`config.mk`:
```
export PLATFORM = sky130hd
export DESIGN_NAME = alu_op_sequencer
export DESIGN_NICKNAME = d
export VERILOG_FILES = /design/src/rtl/alu_pkg.sv /design/src/rtl/alu_op_decode.sv /design/src/rtl/alu_op_sequencer.sv
export SDC_FILE = /design/constraint.sdc
export NUM_CORES = 1
export LEC_CHECK = 0
export CAP_MARGIN = 30
export CORE_AREA = 2 2 127 129
export DETAILED_ROUTE_END_ITERATION = 10
export DIE_AREA = 0 0 129 131
export REMOVE_ABC_BUFFERS = 1
export SLEW_MARGIN = 0
export SYNTH_ARGS = -nofsm -noshare
export SYNTH_HDL_FRONTEND = slang
export SYNTH_SLANG_ARGS = --single-unit
```
`constraint.sdc`:
```
create_clock -name clka -period 4.45 [get_ports clka]
set_input_delay 0.89 -clock clka [delete_from_list [all_inputs] [get_ports clka]]
set_output_delay 0.89 -clock clka [all_outputs]
set_load 0.005 [all_outputs]
```
`src/rtl/alu_pkg.sv`:
```
// Shared definitions for the ALU control interface: control words, op/cond codes,
// FSM encoding, flag indices and the branch-condition evaluator.
package alu_pkg;

   localparam int DATA_W  = 32;
   localparam int SHAMT_W = 5;

   localparam int FLG_Z = 0;
   localparam int FLG_S = 1;
   localparam int FLG_C = 2;

   // Control word: [4]=invert B, [3]=shift right, [2]=carry-in/arith shift, [1:0]=unit select
   localparam logic [4:0] ALUC_ADD = 5'b00000;
   localparam logic [4:0] ALUC_SUB = 5'b10100;
   localparam logic [4:0] ALUC_AND = 5'b00001;
   localparam logic [4:0] ALUC_XOR = 5'b00010;
   localparam logic [4:0] ALUC_SLL = 5'b00011;
   localparam logic [4:0] ALUC_SRL = 5'b01011;
   localparam logic [4:0] ALUC_SRA = 5'b01111;

   localparam logic [3:0] OP_ADD = 4'd0;
   localparam logic [3:0] OP_SUB = 4'd1;
   localparam logic [3:0] OP_AND = 4'd2;
   localparam logic [3:0] OP_XOR = 4'd3;
   localparam logic [3:0] OP_SLL = 4'd4;
   localparam logic [3:0] OP_SRL = 4'd5;
   localparam logic [3:0] OP_SRA = 4'd6;

   localparam logic [2:0] COND_NEVER  = 3'b000;
   localparam logic [2:0] COND_Z      = 3'b001;
   localparam logic [2:0] COND_NZ     = 3'b010;
   localparam logic [2:0] COND_S      = 3'b011;
   localparam logic [2:0] COND_GT     = 3'b100;
   localparam logic [2:0] COND_C      = 3'b101;
   localparam logic [2:0] COND_NC     = 3'b110;
   localparam logic [2:0] COND_ALWAYS = 3'b111;

   typedef enum logic [1:0] {
      ST_IDLE    = 2'd0,
      ST_ISSUE   = 2'd1,
      ST_CAPTURE = 2'd2,
      ST_DONE    = 2'd3
   } state_t;

   function automatic logic cond_eval(input logic [2:0] c, input logic [2:0] f);
      logic r;
      r = 1'b0;
      case (c)
         COND_NEVER:  r = 1'b0;
         COND_Z:      r = f[FLG_Z];
         COND_NZ:     r = !f[FLG_Z];
         COND_S:      r = f[FLG_S];
         COND_GT:     r = !f[FLG_S] && !f[FLG_Z];
         COND_C:      r = f[FLG_C];
         COND_NC:     r = !f[FLG_C];
         COND_ALWAYS: r = 1'b1;
         default:     r = 1'b0;
      endcase
      return r;
   endfunction

endpackage

```
`src/rtl/alu_op_decode.sv`:
```
// Combinational op decoder: operation code to ALU control word plus class bits.
module alu_op_decode
   import alu_pkg::*;
(
   input  logic [3:0] op,
   output logic [4:0] alu_ctrl,
   output logic       legal,
   output logic       is_arith,
   output logic       is_shift
);

   always_comb begin
      alu_ctrl = 5'b00000;
      legal    = 1'b1;
      is_arith = 1'b0;
      is_shift = 1'b0;
      case (op)
         OP_ADD: begin alu_ctrl = ALUC_ADD; is_arith = 1'b1; end
         OP_SUB: begin alu_ctrl = ALUC_SUB; is_arith = 1'b1; end
         OP_AND: alu_ctrl = ALUC_AND;
         OP_XOR: alu_ctrl = ALUC_XOR;
         OP_SLL: begin alu_ctrl = ALUC_SLL; is_shift = 1'b1; end
         OP_SRL: begin alu_ctrl = ALUC_SRL; is_shift = 1'b1; end
         OP_SRA: begin alu_ctrl = ALUC_SRA; is_shift = 1'b1; end
         default: legal = 1'b0;
      endcase
   end

endmodule

```
`src/rtl/alu_op_sequencer.sv`:
```
// Initiator side of the ALU control interface: issues one decoded op, captures
// result/flags one cycle later (carry is registered inside the ALU) and evaluates a branch.
module alu_op_sequencer
   import alu_pkg::*;
(
   input  logic              clka,
   input  logic              rst,
   input  logic              start,
   input  logic [3:0]        op,
   input  logic [2:0]        cond,
   input  logic [DATA_W-1:0] a,
   input  logic [DATA_W-1:0] b,
   output logic              ready,
   output logic              done,
   output logic              err,
   output logic [DATA_W-1:0] result,
   output logic              zero_flag,
   output logic              sign_flag,
   output logic              carry_flag,
   output logic              branch_taken,
   output logic [DATA_W-1:0] alu_a,
   output logic [DATA_W-1:0] alu_b,
   output logic [4:0]        alu_ctrl,
   input  logic [DATA_W-1:0] alu_res,
   input  logic [2:0]        alu_flags
);

   state_t            state_reg, state_next;
   logic [4:0]        dec_ctrl;
   logic              dec_legal, dec_arith, dec_shift;
   logic              accept;
   logic [DATA_W-1:0] b_eff;
   logic [2:0]        cond_reg;
   logic              arith_reg, err_reg, branch_reg;
   logic [DATA_W-1:0] result_reg, alu_a_reg, alu_b_reg;
   logic [4:0]        alu_ctrl_reg;
   logic [2:0]        flags_reg, flags_next;

   alu_op_decode u_decode (
      .op       (op),
      .alu_ctrl (dec_ctrl),
      .legal    (dec_legal),
      .is_arith (dec_arith),
      .is_shift (dec_shift)
   );

   // Shifts only see the shift-amount bits of B; upper bits are forced to zero.
   generate
      for (genvar gi = 0; gi < DATA_W; gi++) begin : g_bmask
         if (gi < SHAMT_W) begin : g_keep
            assign b_eff[gi] = b[gi];
         end else begin : g_mask
            assign b_eff[gi] = b[gi] & ~dec_shift;
         end
      end
   endgenerate

   always_ff @(posedge clka or posedge rst) begin
      if (rst) state_reg <= ST_IDLE;
      else     state_reg <= state_next;
   end

   always_comb begin
      state_next = state_reg;
      case (state_reg)
         ST_IDLE:    if (start) state_next = dec_legal ? ST_ISSUE : ST_DONE;
         ST_ISSUE:   state_next = ST_CAPTURE;
         ST_CAPTURE: state_next = ST_DONE;
         ST_DONE:    state_next = ST_IDLE;
         default:    state_next = ST_IDLE;
      endcase
   end

   always_comb begin
      ready = (state_reg == ST_IDLE);
      done  = (state_reg == ST_DONE);
      err   = (state_reg == ST_DONE) && err_reg;
   end

   assign accept     = ready && start;
   // Only ADD/SUB refresh the stored flags; everything else keeps the previous set.
   assign flags_next = arith_reg ? alu_flags : flags_reg;

   always_ff @(posedge clka or posedge rst) begin
      if (rst) begin
         cond_reg     <= 3'b000;
         arith_reg    <= 1'b0;
         err_reg      <= 1'b0;
         result_reg   <= '0;
         flags_reg    <= 3'b000;
         branch_reg   <= 1'b0;
         alu_a_reg    <= '0;
         alu_b_reg    <= '0;
         alu_ctrl_reg <= 5'b00000;
      end else if (accept) begin
         cond_reg  <= cond;
         arith_reg <= dec_arith;
         err_reg   <= !dec_legal;
         if (dec_legal) begin
            alu_a_reg    <= a;
            alu_b_reg    <= b_eff;
            alu_ctrl_reg <= dec_ctrl;
         end else begin
            result_reg <= '0;
            branch_reg <= 1'b0;
         end
      end else if (state_reg == ST_CAPTURE) begin
         result_reg <= alu_res;
         flags_reg  <= flags_next;
         branch_reg <= cond_eval(cond_reg, flags_next);
      end
   end

   assign result       = result_reg;
   assign zero_flag    = flags_reg[FLG_Z];
   assign sign_flag    = flags_reg[FLG_S];
   assign carry_flag   = flags_reg[FLG_C];
   assign branch_taken = branch_reg;
   assign alu_a        = alu_a_reg;
   assign alu_b        = alu_b_reg;
   assign alu_ctrl     = alu_ctrl_reg;

endmodule

```
==> reports/metrics.csv <==
metric;value;unit
ys_async_sr_fraction;100;%
htreeDepth;3;
coreArea;0.0156;mm²
setup_viol;0;
r2r_start;state_reg[0];
max_cap_viol_count;0;
worstMarginPinSlew;0.742;ns
track_usage;14.0;%
routed_wl;12000;µm
synthAdderAreaFrac;0.855;%
fin_nets;620;
finalCriticalPeriod;2.91;ns
antenna_found_initial;0;
areaGrowthSynthToFinish;61.1;%
grt_max_degree;62;
synth_edf_count;0;
arrival;3.13;ns
cts_buffer_depth;2;
cts_made_buffers;9;
status;complete, no violations;
cp.required;4.68;ns
cts_setup_buffers;0;
rr_worst_depth;6;
post_cts_resized;0;
hp-start;alu_ctrl[0];
synth_area;0.00439;mm²
end_kind;flop;
synth_area_leader_cell;dfrtp_1;
cts_tree;built;
dieArea;0.0169;mm²
slew_violations;0;
fin_skew;0.00728;ns
post-synth-top-count-cell;dfrtp_1;
synth_simple_gate_area_share;3.22;%
synth_cells;297;
yosysTopAreaCellShare;63.9;%
fmax;344;MHz
crit_type;in -> reg;
synth_top_family_by_area;compound AO/OA/AOI/OAI gates;
synth_common_cells;dfrtp_1 (112), a22o_1 (62), mux2_4 (22), mux2_2 (17), a21oi_1 (13);
port_buffers;216;
die_h;131;µm
ys_seq_elements;112;
grt_overflow;0;
placementRows;46;
vias;3257;
wl_per_cell;16.5;µm
hold_viol;0;
synth_compound_area_share;15.9;%
ir_worst_vdd;0.000285;V
synthDistinctLibCells;29;
dp_hpwl;8610;µm
crit_path_max_fanout;53;
n_antenna_cell;0;
hold_path.class;reg -> reg;
synth-seq-area-share;63.9;%
clk_latency;0.35;ns
fin_tns_setup;0;ns
num_io_pins;217;
drive_gt1_share;12.3;%
hold-worst-slack;0.496;ns
cts-root-buf;clkbuf_16;
grt_first_pass_wirelength;18200;µm
grt_pass1_vias;3304;
ys_warn_count;0;
rsz0062_at_grt;false;
powerDensity;670;mW/mm²
min_period_over_period;65.3;%
start_kind;input pin;
leakage;3.07;nW
synth_ff_type;dfrtp_1;
avgSynthCellArea;14.8;µm²
whs_path_depth;2;
maxSlewHeadroom;50.4;%
first_iter_violations;137;
start_util;28.1;%
startpoint;start;
die_w;129;µm
clk_pin_slew_worst_paths;0.07;ns
first_pass_iters;5;
yosys.area_share.xor_xnor;0;%
synth_mux_area_share;12.6;%
clock_sinks;112;
cts_hold_buf;0;
drc_errors;0;
synth_area_leaders;dfrtp_1 (64%), a22o_1 (12%), mux2_4 (7.5%);
total_power;4.74;mW
drt.antenna.violating_nets;0;
fill_cells;1419;
drt-vias-per-instance;4.47;
gp_congestion;0.720;
-- metrics by stage --
| stage | utilization [%] | setup slack [ns] | cell area [µm²] | std cells |
|---|---|---|---|---|
| 3_3_place_gp | 43.1 | 1.25 | 6730 | 712 |
| 3_5_place_dp | 43.3 | 1.18 | 6760 | 713 |
| 5_1_grt | 45.3 | 1.43 | 7070 | 729 |
| 4_1_cts | 45.3 | 1.56 | 7070 | 729 |
| 6_report | 45.3 | 1.54 | 7070 | 729 |
| 2_1_floorplan | - | 0.601 | 4260 | 277 |
-- critical path: stages --
cell             delay (ns)
clkdlybuf4s50_1        0.55
and2_1                 0.43
nand2_4                0.49
buf_4                  0.40
mux2_4                 0.32
-- cells by family (layout without fill, tap and decap cells) --
logic type / after synthesis / after routing
AO/OA/AOI/OAI: 87 / 87
adder cells (fa/ha/maj): 3 / 3
buffers and inverters: 27 / 243
flip-flops: 112 / 112
multiplexers: 42 / 42
AND/OR/NAND/NOR: 26 / 26
-- placed cells by master, fill, tap and decap left out, drive strengths merged --
cell           synthesis  routed
clkdlybuf4s50          0     216
dfrtp                112     112
a22o                  62      62
mux2                  39      39
a21oi                 13      13
clkbuf                 3      11
nor2                  10      10
nand2                  7       7
inv                    7       7
o21ai                  7       7
buf                   17       4
and2                   3       3
mux2i                  3       3
ha                     3       3
o22ai                  2       2
bufinv                 0       2
clkinv                 0       2
a31oi                  1       1
nand2b                 1       1
or3                    1       1
nor3b                  1       1
nand3                  1       1
nand4b                 1       1
nand3b                 1       1
a221o                  1       1
o21a                   1       1
clkinvlp               0       1
-- worst paths after layout --
kind | end | slack [ns]
setup / recovery | alu_a[10] | 1.54
hold / removal | alu_ctrl[0] | 0.50
setup reg to reg | alu_a[10] | 1.88
hold reg to reg | alu_ctrl[0] | 0.50
max in group asynchronous | alu_a[6] | 2.66
min in group asynchronous | alu_b[6] | 1.00
-- final cells by class --
class / count / area [µm²] / share of cell area (%)
clock buffers: 11 / 233 / 3.29
well taps: 216 / 270 / 3.82
multi-input cells: 158 / 1430 / 20.2
repair buffers: 220 / 2220 / 31.5
flip-flops and latches: 112 / 2800 / 39.6
inverters: 7 / 28.8 / 0.407
clock inverters: 5 / 81.3 / 1.15
-- layer usage --
metal / global-route usage, % / routed length [µm] / vias to the layer above
li1: - / - / 1505
met1: 17.9 / 5150 / 1620
met2: 22.8 / 5960 / 118
met3: 3.50 / 700 / 14
met4: 5.82 / 226 / 0
met5: 0 / 0 / -
-- power by group --
part	internal [mW]	switching [mW]	total (mW)	leakage, nW
clock network	0.494	0.366	0.860	0.150
logic	1.40	0.685	2.09	1.53
registers	1.50	0.287	1.79	1.39
total	3.40	1.34	4.74	3.07
No activity file was read; power rests on OpenSTA's default activity.
